## src/rtl/shift_register_univ.sv

```systemverilog
// Universal WIDTH-bit shift register: hold, load, logical shifts, rotates,
// arithmetic shift right and clear, with registered serial-out bits and a
// saturating count of shift/rotate operations since the last load/clear/reset.
module shift_register_univ #(
  parameter int unsigned          WIDTH     = 8,
  parameter logic [WIDTH-1:0]     RESET_VAL = '0,
  localparam int unsigned         CW        = $clog2(WIDTH + 1)
) (
  input  logic             clk,
  input  logic             rst,
  input  logic             en,
  input  logic [2:0]       mode,
  input  logic [WIDTH-1:0] d,
  input  logic             sin_l,
  input  logic             sin_r,
  output logic [WIDTH-1:0] q,
  output logic [WIDTH-1:0] qn,
  output logic             sout_l,
  output logic             sout_r,
  output logic [CW-1:0]    shift_cnt,
  output logic             full
);

  typedef enum logic [2:0] {
    ModeHold  = 3'b000,
    ModeLoad  = 3'b001,
    ModeShl   = 3'b010,
    ModeShr   = 3'b011,
    ModeRotl  = 3'b100,
    ModeRotr  = 3'b101,
    ModeAsr   = 3'b110,
    ModeClear = 3'b111
  } mode_e;

  localparam logic [CW-1:0] CntMax = CW'(WIDTH);

  logic [WIDTH-1:0] q_q, q_d;
  logic             sout_l_q, sout_l_d;
  logic             sout_r_q, sout_r_d;
  logic [CW-1:0]    cnt_q, cnt_d;
  logic             cnt_inc;
  mode_e            mode_sel;

  assign mode_sel = mode_e'(mode);

  // Next-state decode; everything holds unless the selected mode changes it.
  always_comb begin
    q_d      = q_q;
    sout_l_d = sout_l_q;
    sout_r_d = sout_r_q;
    cnt_d    = cnt_q;
    cnt_inc  = 1'b0;
    if (en) begin
      unique case (mode_sel)
        ModeHold: ;
        ModeLoad: begin
          q_d   = d;
          cnt_d = '0;
        end
        ModeShl: begin
          q_d      = {q_q[WIDTH-2:0], sin_l};
          sout_l_d = q_q[WIDTH-1];
          cnt_inc  = 1'b1;
        end
        ModeShr: begin
          q_d      = {sin_r, q_q[WIDTH-1:1]};
          sout_r_d = q_q[0];
          cnt_inc  = 1'b1;
        end
        ModeRotl: begin
          q_d      = {q_q[WIDTH-2:0], q_q[WIDTH-1]};
          sout_l_d = q_q[WIDTH-1];
          cnt_inc  = 1'b1;
        end
        ModeRotr: begin
          q_d      = {q_q[0], q_q[WIDTH-1:1]};
          sout_r_d = q_q[0];
          cnt_inc  = 1'b1;
        end
        ModeAsr: begin
          q_d      = {q_q[WIDTH-1], q_q[WIDTH-1:1]};
          sout_r_d = q_q[0];
          cnt_inc  = 1'b1;
        end
        ModeClear: begin
          // Clear always yields zero, independent of RESET_VAL.
          q_d   = '0;
          cnt_d = '0;
        end
        default: ;
      endcase
      // Counter saturates at WIDTH and never wraps.
      if (cnt_inc && (cnt_q != CntMax)) begin
        cnt_d = cnt_q + CW'(1);
      end
    end
  end

  // State registers with synchronous, highest-priority reset.
  always_ff @(posedge clk) begin
    if (rst) begin
      q_q      <= RESET_VAL;
      sout_l_q <= 1'b0;
      sout_r_q <= 1'b0;
      cnt_q    <= '0;
    end else begin
      q_q      <= q_d;
      sout_l_q <= sout_l_d;
      sout_r_q <= sout_r_d;
      cnt_q    <= cnt_d;
    end
  end

  // Outputs; qn and full are purely combinational from state.
  always_comb begin
    q         = q_q;
    qn        = ~q_q;
    sout_l    = sout_l_q;
    sout_r    = sout_r_q;
    shift_cnt = cnt_q;
    full      = (cnt_q == CntMax);
  end

endmodule

```

## config.mk

```make
export PLATFORM = sky130hd
export DESIGN_NAME = shift_register_univ
export DESIGN_NICKNAME = d
export VERILOG_FILES = /design/src/rtl/shift_register_univ.sv
export SDC_FILE = /design/constraint.sdc
export NUM_CORES = 1
export LEC_CHECK = 0
export CORE_MARGIN = 4
export CORE_UTILIZATION = 39
export CTS_BUF_LIST = sky130_fd_sc_hd__clkbuf_8 sky130_fd_sc_hd__clkbuf_16
export DETAILED_ROUTE_END_ITERATION = 7
export GPL_TIMING_DRIVEN = 0
export PLACE_DENSITY_LB_ADDON = 0.1
export SLEW_MARGIN = 15
export SYNTH_ARGS = -nofsm -noshare
export SYNTH_HDL_FRONTEND = slang
export SYNTH_SLANG_ARGS = --single-unit
```

## constraint.sdc

```tcl
create_clock -name clk -period 1.3 [get_ports clk]
set_input_delay 0.195 -clock clk [delete_from_list [all_inputs] [get_ports clk]]
set_output_delay 0.195 -clock clk [all_outputs]
set_load 0.02 [all_outputs]
```

Word level (Yosys, flattened, before mapping)
Index checks and enable logic that the tools add are counted.
{"block": "word_totals", "ff_bits": 14, "output_inout_bits": 23}
{"block": "classes", "n_addsub": 1, "n_eq_ne": 9, "n_mux": 5, "bitwise": 2, "n_reduce_logical": 13}
{"cell": "$pmux 8 s7", "count": 1}
{"cell": "$eq 3x3->1 const B", "count": 4}
{"cell": "$mux 4", "count": 2}
{"cell": "$not 8->8", "count": 1}
{"cell": "$reduce_and 2->1", "count": 4}
{"cell": "$reduce_bool 7->1", "count": 1}
{"cell": "$eq 3x2->1 const B", "count": 2}
{"cell": "$reduce_bool 6->1", "count": 1}
{"cell": "$reduce_or 5->1", "count": 1}
{"cell": "$add 4x1->4 const B", "count": 1}
{"cell": "$eq 4x4->1 const B", "count": 1}
{"cell": "$ne 4x4->1 const B", "count": 1}
{"cell": "$reduce_or 2->1", "count": 2}
{"cell": "$eq 3x1->1 const B", "count": 1}
{"cell": "$reduce_and 3->1", "count": 1}
{"cell": "$reduce_or 3->1", "count": 1}
{"cell": "$mux 1", "count": 2}
{"cell": "$reduce_bool 2->1", "count": 1}
{"cell": "$logic_and 1x1->1", "count": 1}
{"cell": "$not 1->1", "count": 1}

Longest topological paths before layout
Gate-level depths: netlist of the first run.
{"block": "logic_depth", "ltp_word": 7, "mapped_depth": 8, "depth_no_buf": 6}

Worst setup path before layout of the first run
OpenSTA, ideal clock, no wires.
{"block": "synth_timing", "path_kind": "reg2reg", "startpoint": "register cnt_q[0] (netlist: shift_cnt[0])", "endpoint": "register cnt_q[3] (netlist: shift_cnt[3])", "arrival_time_ns": 1.563, "required_ns": 1.214, "path_slack_ns": -0.349, "path_stages_with_launch": 7, "n_path_buf": 0, "path_cell_list": "dfxtp_1 inv_1 ha_1 and3b_1 nand3b_4 o21a_1 a211oi_1"}
{"block": "synth_via", "elab_chain_cells": 4, "elab_cells_between_ends": 6}
{"element": "start, declared", "line_no": "40", "rtl": "logic [CW-1:0] cnt_q, cnt_d;"}
{"element": "start signal, assigned", "line_no": "110", "rtl": "cnt_q <= cnt_d;"}
{"element": "parallel branches: the longest is 4 deep, another holds $add 4x1->4"}
Parallel ways; which one is timed is not known.
A chain may end at the register's enable or synchronous reset.

Final worst setup path of the first run
{"block": "layout_timing", "startpoint": "register cnt_q[0] (netlist: shift_cnt[0])", "endpoint": "register cnt_q[2] (netlist: shift_cnt[2])"}
Same word-level chain as after synthesis.

==> results.ini, run 1 <==
[layout]
drive_gt1_frac=0.1965
layout.cells.non_filler=203
nets=193
final_util=0.6106
fill_cells=245
antenna_cells=0
area_delta_synth_final_pct=46.55

[timing]
skew_ps=8.813
setup_viol_count_final=5
post-route-period-util=1.081
slew_headroom=0.6534
tightest_slew_ps=517.3
period_needed_ps=1405
setup_ws_ps=-104.9
maxSlewViolCount=0
fmax_ghz=0.7118
hold_violations=0
timing.setup.tns_ps=-350.3
rsz0062_at_grt=true

[detailed_routing]
vias=1134
firstDrtPassIters=4
drt_iter0_markers=32
wl_per_cell_microns=15.16
viasPerCell=5.586
drt-total-wl_microns=3077
drtAntennaViolNets=0
drc=0

[grt]
grt_pass1_wl_microns=5016
grt_max_degree=11
grt_pass1_vias=1085
antenna_found_initial=0
gr-total-overflow=0
grt_util_all_layers=0.1823

[synthesis]
syn_inst=128
seq_area_frac_synth=0.2667
syn_area_sq_um=1051
ys_seq_elements=14
yosysUniqueCellTypes=34
synth_fp_nets=147
yosysWarningCount=0
postSynthAreaPerCell_sq_um=8.211

[critical_path]
crit_type=flip-flop to flip-flop
critPathSlowestCell=or3_1
path_buf_inv=2
max_stage_delay_ps=390
cp-end-kind=flip-flop
crit_arrival_ps=1580
path_common_cell=buf_4
worstPathMaxFanout=3
startpoint_type=flip-flop
cp_top_family=simple AND/OR/NAND/NOR gates
cp.required_ps=1480
path_cells=buf_4 -> buf_4 -> ha_1 -> nand3_1 -> or3_1 -> a21oi_1

[die]
design.core.area_sq_um=2522
dieArea_sq_um=3589
start_util=0.4167
die_h_microns=59.91
die_width_microns=59.91
rows=18
ioPinCount=39

[placed_design]
gp_congestion=0.7806
dp_hpwl_microns=2076
port_buffers=35
dpl_worst_slack_ps=-433.5
dp.cells=193

[hold_path]
hold_class=input port to flip-flop

[clock_tree]
cts-htree-levels=1
cts_tree=done
clk_pin_slew_worst_paths_ps=70
clock-sinks=14
cts_root_buffer=clkbuf_8
clock_latency_ps=250
clock_path_buffers=2
postCtsHoldBufs=0
cts_buffers=3

[pwr]
ir_worst_vdd_mv=0.4667
p_leak_nw=0.6664
powerDensity_nw_per_um2=754.0

[status]
violations=negative setup slack
status=complete, but fails checks

[flow_run]
cap_violations=0

layer usage:
layer,vias to the layer above,part of all wire,GRT usage
met5,-,0,0
met4,0,0.013,0.06962
met3,4,0.080,0.03672
met2,57,0.43,0.2670
met1,533,0.48,0.2597
li1,540,-,-
layout make-up:
type | count | area (sq um) | share of cell area
plain buffers | 9 | 68.82 | 0.04468
clock buffers | 3 | 41.29 | 0.02681
well taps | 30 | 37.54 | 0.02437
repair buffers | 41 | 364.1 | 0.2364
multi-input cells | 89 | 670.6 | 0.4354
flip-flops and latches | 14 | 291.5 | 0.1893
clock inverters | 1 | 3.754 | 0.002437
inverters | 16 | 62.56 | 0.04062
worst paths after layout:
| path | start | to | slack [ps] | cells past startpoint |
|---|---|---|---|---|
| min | rst | sout_l$_SDFFE_PP0P_ | 340 | 2 |
| max | shift_cnt[0]$_SDFFE_PP0P_ | shift_cnt[2]$_SDFFE_PP0P_ | -100 | 6 |
| min reg2reg | q[2]$_SDFFE_PP0P_ | q[2]$_SDFFE_PP0P_ | 500 | 2 |
| max reg2reg | shift_cnt[0]$_SDFFE_PP0P_ | shift_cnt[2]$_SDFFE_PP0P_ | -100 | 6 |
cell families (layout without fill, tap and decap cells):
kind of cell / Yosys count / after routing / share of synthesized area
AOI/OAI and AO/OA: 33 / 33 / 0.2036
xor gates and xnor gates: 2 / 2 / 0.02382
adders and majority gates: 3 / 3 / 0.03572
buffers and inverters: 25 / 70 / 0.1202
DFF: 14 / 14 / 0.2667
muxes: 15 / 15 / 0.1429
and+or+nand+nor: 36 / 36 / 0.2072
registers in the layout, summed over array words and instances (netlist names):
register / cells
q: 8
shift_cnt: 4
sout_l: 1
sout_r: 1
through the flow:
step | power [mW] | area [sq um] | hold WS (ps)
floorplan | 0.6569 | 1065 | 363.5
global placement | 0.7799 | 1453 | 481.0
detailed placement | 0.7847 | 1453 | 484.7
CTS | 1.153 | 1511 | 313.8
global route | 1.218 | 1540 | 378.7
finish | 1.161 | 1540 | 339.3
Yosys cell counts, drive strengths merged:
| cell | instances | area share |
|---|---|---|
| ha | 3 | 0.036 |
| nand3b | 1 | 0.019 |
| nand4b | 6 | 0.050 |
| dfxtp | 14 | 0.27 |
| and3b | 1 | 0.0083 |
| nor2b | 3 | 0.018 |
| a211oi | 4 | 0.029 |
| o21a | 2 | 0.015 |
| clkbuf | 1 | 0.0036 |
| nor3 | 1 | 0.0048 |
| nor2 | 5 | 0.018 |
| a31oi | 2 | 0.012 |
| o2bb2ai | 1 | 0.0083 |
| xnor2 | 2 | 0.024 |
| mux2i | 15 | 0.14 |
| buf | 8 | 0.060 |
| and2 | 1 | 0.0060 |
| a21oi | 3 | 0.018 |
| o2111ai | 1 | 0.0083 |
| and3 | 1 | 0.0060 |
| nand3 | 4 | 0.019 |
| o31ai | 3 | 0.021 |
| o21ai | 14 | 0.067 |
| or3 | 2 | 0.012 |
| inv | 16 | 0.057 |
| nand2b | 3 | 0.018 |
| a22o | 2 | 0.017 |
| a221oi | 1 | 0.0083 |
| nand2 | 8 | 0.029 |
placed cells by master, fill, tap and decap left out, types with 5 or more instances in the layout:
cell type        synthesis  final
dlygate4sd2_1            0     24
inv_1                   16     15
mux2i_1                 15     15
o21ai_0                 14     14
buf_4                    4     10
clkdlybuf4s50_1          0     10
dfxtp_1                 14      9
nand2_1                  8      7
nand4b_1                 6      6
nor2_1                   5      5
what timing repair did:
action | in CTS | in global routing
setup buffers | 5 | 1
resized for setup | 29 | 8
endpoints found under the setup margin | 37 | 12
pin swaps | 3 | 3
where the power goes:
group / switching, mW / internal (mW)
sequential: 0.0196 / 0.445
clock: 0.163 / 0.209
combinational: 0.174 / 0.152
total: 0.356 / 0.805
Note: power is estimated with default switching activity, not from simulation.
==> run 2: changes to the inputs <==
--- a/config.mk
+++ b/config.mk
@@ -8,9 +8,11 @@
 export CORE_MARGIN = 4
 export CORE_UTILIZATION = 39
 export CTS_BUF_LIST = sky130_fd_sc_hd__clkbuf_8 sky130_fd_sc_hd__clkbuf_16
+export CTS_CLUSTER_SIZE = 10
 export DETAILED_ROUTE_END_ITERATION = 7
 export GPL_TIMING_DRIVEN = 0
 export PLACE_DENSITY_LB_ADDON = 0.1
+export SETUP_SLACK_MARGIN = 0.15
 export SLEW_MARGIN = 15
 export SYNTH_ARGS = -nofsm -noshare
 export SYNTH_HDL_FRONTEND = slang
==> run 2 against run 1 <==
The flow still finishes with violations (negative setup slack); combinational power up 5%; total power is 1.3% higher; worst hold slack worse by 84 ps; global-route usage up 0.73 points; worst setup slack got worse by 16 ps; critical path depth is the same; clock power rose by 1%; utilization is 2.7 points higher; sequential cell count stayed put; final cell count fell by 0.99%; critical endpoint is now shift_cnt[0]$_SDFFE_PP0P_; highest routed layer unchanged.
==> results.ini, run 2 (synthesis gave the netlist of run 1 again) <==
[layout]
nets=191  ; was 193
final_cell_mix=mux2i_1, inv_1, o21ai_0, clkdlybuf4s15_2, clkdlybuf4s50_1  ; was dlygate4sd2_1, inv_1, mux2i_1, o21ai_0
largest_register_ff_count=8  ; unchanged
area_delta_synth_final_pct=53.09  ; was 46.55%
multi_input_area_sq_um=701.9  ; was 670.6 sq um
ff_latch_area_sq_um=314.1  ; was 291.5 sq um
design_area_sq_um=1609  ; was 1540 sq um
antenna_cells=0  ; unchanged
drive_gt1_frac=0.3743  ; was 0.1965
fill_cells=236  ; was 245
final_util=0.6379  ; was 0.6106
final_common_cell=mux2i_1  ; was dlygate4sd2_1

[clock_tree]
clock-sinks=14  ; unchanged
cts-htree-levels=1  ; unchanged
postCtsHoldBufs=0  ; unchanged
cts_buffers=3  ; unchanged
clock_latency_ps=250  ; about the same
clk_pin_slew_worst_paths_ps=60  ; was 70 ps
cts_root_buffer=clkbuf_8  ; unchanged
clock_path_buffers=2  ; unchanged
cts_tree=done  ; unchanged

[timing]
skew_ps=3.742  ; was 8.813 ps
slew_headroom=0.7659  ; was 0.6534
setup_viol_count_final=4  ; was 5
setup_ws_ps=-121.1  ; was -104.9 ps
tightest_slew_ps=351.2  ; was 517.3 ps
rsz0062_at_grt=true  ; unchanged
hold_violations=0  ; unchanged
fmax_ghz=0.7037  ; was 0.7118 GHz
period_needed_ps=1421  ; was 1405 ps
maxSlewViolCount=0  ; unchanged
post-route-period-util=1.093  ; was 1.081
timing.setup.tns_ps=-304.3  ; was -350.3 ps

[pwr]
powerDensity_nw_per_um2=731.1  ; was 754.0 nW/um^2
internal-power_mw=0.8117  ; was 0.8053 mW
p_clk_frac=0.320  ; about the same
ir_worst_vdd_mv=0.5484  ; was 0.4667 mV
p_seq_frac=0.389  ; was 0.400
power_switching_share=0.3100  ; was 0.3066
comb_power_share=0.291  ; was 0.280
p_switching_mw=0.3647  ; was 0.3560 mW
p_leak_nw=0.6344  ; was 0.6664 nW
p_total_mw=1.176  ; was 1.161 mW

[grt]
grt_pass1_vias=1108  ; was 1085
grt_pass1_wl_microns=5071  ; was 5016 microns
grt_util_all_layers=0.1896  ; was 0.1823
grt_max_degree=11  ; unchanged
antenna_found_initial=0  ; unchanged
gr-total-overflow=0  ; unchanged

[detailed_routing]
wl_per_cell_microns=15.01  ; was 15.16 microns
firstDrtPassIters=4  ; unchanged
wl_met3_microns=200  ; was 245 microns
met2RoutedLength_microns=1388  ; was 1313 microns
drt-total-wl_microns=3017  ; was 3077 microns
drt_iter0_markers=31  ; was 32
vias=1091  ; was 1134
wirelength_met1_microns=1380  ; was 1478 microns
viasPerCell=5.428  ; was 5.586
top_layer=met4  ; unchanged
drtAntennaViolNets=0  ; unchanged
drc=0  ; unchanged

[critical_path]
cp-end-kind=flip-flop  ; unchanged
startpoint_type=flip-flop  ; unchanged
crit_arrival_ps=1590  ; was 1580 ps
crit_type=flip-flop to flip-flop  ; unchanged
cp.required_ps=1460  ; was 1480 ps
reg2reg_from=shift_cnt[0]$_SDFFE_PP0P_  ; unchanged
r2r-end=shift_cnt[0]$_SDFFE_PP0P_  ; was shift_cnt[2]$_SDFFE_PP0P_
worstPathMaxFanout=4  ; was 3
r2r_cells=6  ; unchanged
regToRegSetupSlack_ps=-120  ; was -100 ps

[die]
design.core.area_sq_um=2522  ; unchanged
dieArea_sq_um=3589  ; unchanged
die_width_microns=59.91  ; unchanged
die_h_microns=59.91  ; unchanged
start_util=0.4167  ; unchanged
ioPinCount=39  ; unchanged
rows=18  ; unchanged

[placed_design]
dp_hpwl_microns=2067  ; was 2076 microns
dpl_cell_area_sq_um=1478  ; was 1453 sq um
gp_congestion=0.7624  ; was 0.7806
dpl_worst_slack_ps=-403.5  ; was -433.5 ps
port_buffers=35  ; unchanged

[status]
violations=negative setup slack  ; unchanged
status=complete, but fails checks  ; unchanged

[hold_path]
min_delay_worst_endpoint=shift_cnt[2]$_SDFFE_PP0P_  ; was sout_l$_SDFFE_PP0P_
hold_class=input port to flip-flop  ; unchanged
worstHoldStart=rst  ; unchanged
hold-path-cell-count=2  ; unchanged

[flow_run]
cap_violations=0  ; unchanged

run 2: area by class of cell:
class / count / area share
Buffer: 9 / 0.05521
Clock inverter: 1 / 0.002333
Multi-Input combinational cell: 89 / 0.4362
Timing Repair Buffer: 39 / 0.2247
Inverter: 16 / 0.03733
Tap cell: 30 / 0.02333
Sequential cell: 14 / 0.1952
Clock buffer: 3 / 0.02566
run 2: critical path, stage by stage, from the launching register on:
cell and delay, ps:
dfxtp_4 350, inv_2 40, ha_2 160, and3b_2 210, nand3b_4 170, or3_1 330, o31ai_2 70
run 2: metal layers:
metal	global-route usage	up-vias
met4	0.07595	0
met5	0	-
li1	-	544
met1	0.2464	507
met3	0.04968	4
met2	0.2963	36
run 2: metrics by stage:
step,hold WS (ps),std cells
after floorplan,363.5,128
after global placement,471.1,193
after detailed placement,473.8,193
after CTS,324.5,201
after global routing,287.3,201
final,255.0,201
run 2: power by group through the flow:
stage	clock [mW]	combinational, mW	sequential, mW
after CTS	0.385	0.334	0.461
after floorplan	0	0.176	0.489
after global routing	0.400	0.375	0.460
after global placement	0	0.314	0.474
after detailed placement	0	0.318	0.476
final	0.377	0.342	0.457
run 2: timing repair:
action | CTS | global route
endpoints found under the hold margin | 0 | 0
resized for setup | 84 | 16
buffers inserted | 4 | 0
setup endpoints to repair | 37 | 23
pin swaps | 3 | 2
run 2: worst max-delay path by stage:
stage,slack [ps],end,startpoint
6_report,-120,shift_cnt[0]$_SDFFE_PP0P_,shift_cnt[0]$_SDFFE_PP0P_
5_1_grt,-190,shift_cnt[3]$_SDFFE_PP0P_,shift_cnt[0]$_SDFFE_PP0P_
4_1_cts,-110,shift_cnt[0]$_SDFFE_PP0P_,shift_cnt[0]$_SDFFE_PP0P_
3_5_place_dp,-400,sout_l$_SDFFE_PP0P_,mode[0]
3_3_place_gp,-420,sout_l$_SDFFE_PP0P_,mode[0]
2_1_floorplan,-160,shift_cnt[0]$_SDFFE_PP0P_,shift_cnt[0]$_SDFFE_PP0P_
==> run 3: changes to the inputs <==
--- a/config.mk
+++ b/config.mk
@@ -17,3 +17,4 @@
 export SYNTH_ARGS = -nofsm -noshare
 export SYNTH_HDL_FRONTEND = slang
 export SYNTH_SLANG_ARGS = --single-unit
+export TNS_END_PERCENT = 5
==> run 3 against run 2 <==
The flow still finishes with violations (negative setup slack); register-to-register slack about the same; design area down 8.0%; via count down 1.3%.
==> results.ini, run 3 (synthesis gave the netlist of run 1 again) <==
[die]
dieArea_sq_um=3589  ; unchanged
rows=18  ; unchanged
die_width_microns=59.91  ; unchanged
ioPinCount=39  ; unchanged
design.core.area_sq_um=2522  ; unchanged
die_h_microns=59.91  ; unchanged
start_util=0.4167  ; unchanged

[critical_path]
regToRegSetupSlack_ps=-110  ; was -120 ps
r2r_cells=6  ; unchanged
crit_type=flip-flop to flip-flop  ; unchanged
crit_arrival_ps=1560  ; was 1590 ps
worstPathMaxFanout=4  ; unchanged
startpoint_type=flip-flop  ; unchanged
r2r-end=shift_cnt[0]$_SDFFE_PP0P_  ; unchanged
reg2reg_from=shift_cnt[0]$_SDFFE_PP0P_  ; unchanged
cp.required_ps=1460  ; about the same
cp-end-kind=flip-flop  ; unchanged

[timing]
rsz0062_at_grt=true  ; unchanged
post-route-period-util=1.083  ; was 1.093
timing.setup.tns_ps=-273.1  ; was -304.3 ps
slew_headroom=0.6311  ; was 0.7659
period_needed_ps=1408  ; was 1421 ps
fmax_ghz=0.7104  ; was 0.7037 GHz
skew_ps=4.354  ; was 3.742 ps
setup_viol_count_final=3  ; was 4
tightest_slew_ps=550.6  ; was 351.2 ps
maxSlewViolCount=0  ; unchanged
setup_ws_ps=-107.6  ; was -121.1 ps
hold_violations=0  ; unchanged

[clock_tree]
clk_pin_slew_worst_paths_ps=60  ; about the same
clock_path_buffers=2  ; unchanged
postCtsHoldBufs=0  ; unchanged
cts_buffers=3  ; unchanged
cts-htree-levels=1  ; unchanged
clock_latency_ps=250  ; about the same
clock-sinks=14  ; unchanged
cts_tree=done  ; unchanged
cts_root_buffer=clkbuf_8  ; unchanged

[grt]
grt_max_degree=11  ; unchanged
grt_util_all_layers=0.1730  ; was 0.1896
gr-total-overflow=0  ; unchanged
grt_pass1_vias=1048  ; was 1108
grt_pass1_wl_microns=4740  ; was 5071 microns
antenna_found_initial=0  ; unchanged

[placed_design]
port_buffers=35  ; unchanged
dp.cells=193  ; unchanged
dp_hpwl_microns=2073  ; was 2067 microns
gp_congestion=0.7508  ; was 0.7624

[pwr]
powerDensity_nw_per_um2=774.1  ; was 731.1 nW/um^2
p_total_mw=1.146  ; was 1.176 mW
ir_worst_vdd_mv=0.5364  ; was 0.5484 mV
p_leak_nw=0.6188  ; was 0.6344 nW

[layout]
antenna_cells=0  ; unchanged
final_cell_mix=inv_1, mux2i_1, o21ai_0, clkbuf_2, clkdlybuf4s50_1  ; was mux2i_1, inv_1, o21ai_0, clkdlybuf4s15_2, clkdlybuf4s50_1
area_delta_synth_final_pct=40.83  ; was 53.09%
drive_gt1_frac=0.3095  ; was 0.3743
nets=188  ; was 191
fill_cells=246  ; was 236
layout.cells.non_filler=198  ; was 201
largest_register_ff_count=8  ; unchanged

[detailed_routing]
drc=0  ; unchanged
drt_iter0_markers=29  ; was 31
vias=1077  ; was 1091
viasPerCell=5.439  ; was 5.428
drtAntennaViolNets=0  ; unchanged
firstDrtPassIters=4  ; unchanged
wl_per_cell_microns=14.33  ; was 15.01 microns
drt-total-wl_microns=2837  ; was 3017 microns

[hold_path]
hold-path-cell-count=2  ; unchanged
min_delay_worst_endpoint=sout_r$_SDFFE_PP0P_  ; was shift_cnt[2]$_SDFFE_PP0P_
hold_class=input port to flip-flop  ; unchanged
worstHoldStart=rst  ; unchanged

[flow_run]
cap_violations=0  ; unchanged

[status]
violations=negative setup slack  ; unchanged
status=complete, but fails checks  ; unchanged

run 3: worst max-delay path, stage by stage, from the launching register on:
cell and delay, ps:
dfxtp_4 360, inv_2 50, ha_4 140, and3b_2 200, nand3b_4 180, or3_1 310, o31ai_1 70
run 3: timing repair:
| item | 4_1_cts | 5_1_grt |
|---|---|---|
| pin swaps | 1 | 0 |
| resized for setup | 63 | 22 |
| buffers inserted | 0 | 1 |
| setup endpoints to repair | 37 | 35 |
run 3: worst max path at each step:
stage                                   start                         to  slack [ps]  cells after the start
finish              shift_cnt[0]$_SDFFE_PP0P_  shift_cnt[0]$_SDFFE_PP0P_        -110                      6
global route        shift_cnt[1]$_SDFFE_PP0P_  shift_cnt[3]$_SDFFE_PP0P_        -180                      6
CTS                 shift_cnt[0]$_SDFFE_PP0P_  shift_cnt[0]$_SDFFE_PP0P_        -140                      6
detailed placement                    mode[0]          q[7]$_SDFFE_PP0P_        -460                      6
global placement                      mode[0]          q[7]$_SDFFE_PP0P_        -450                      6
floorplan           shift_cnt[0]$_SDFFE_PP0P_  shift_cnt[0]$_SDFFE_PP0P_        -180                      6
run 3: final cells by class:
type                            instances  area [sq um]  share of cell area
Multi-Input combinational cell         89         685.7              0.4632
Sequential cell                        14         300.3              0.2029
Timing Repair Buffer                   36         280.3              0.1893
Buffer                                  9         68.82             0.04649
Inverter                               16         62.56             0.04227
Clock buffer                            3         41.29             0.02790
Tap cell                               30         37.54             0.02536
Clock inverter                          1         3.754            0.002536
run 3: per-stage QoR:
step / cell area [sq um] / hold slack, ps / setup slack [ps] / utilization
floorplan: 1060 / 363.5 / -177.7 / -
global placement: 1448 / 483.7 / -452.7 / 0.5739
detailed placement: 1448 / 482.7 / -457.1 / 0.5739
CTS: 1516 / 306.1 / -135.9 / 0.6012
global route: 1480 / 381.0 / -183.9 / 0.5868
finish: 1480 / 312.7 / -107.6 / 0.5868
run 3: metal layers:
layer,global-route usage,vias up,routed length (microns)
li1,-,535,-
met1,0.2545,506,1412
met2,0.2500,31,1222
met3,0.02592,5,164
met4,0.06646,0,37
met5,0,-,0
run 3: where the power goes:
part	switching, mW	internal (mW)
combinational	0.169	0.139
sequential	0.0214	0.445
clock	0.162	0.209
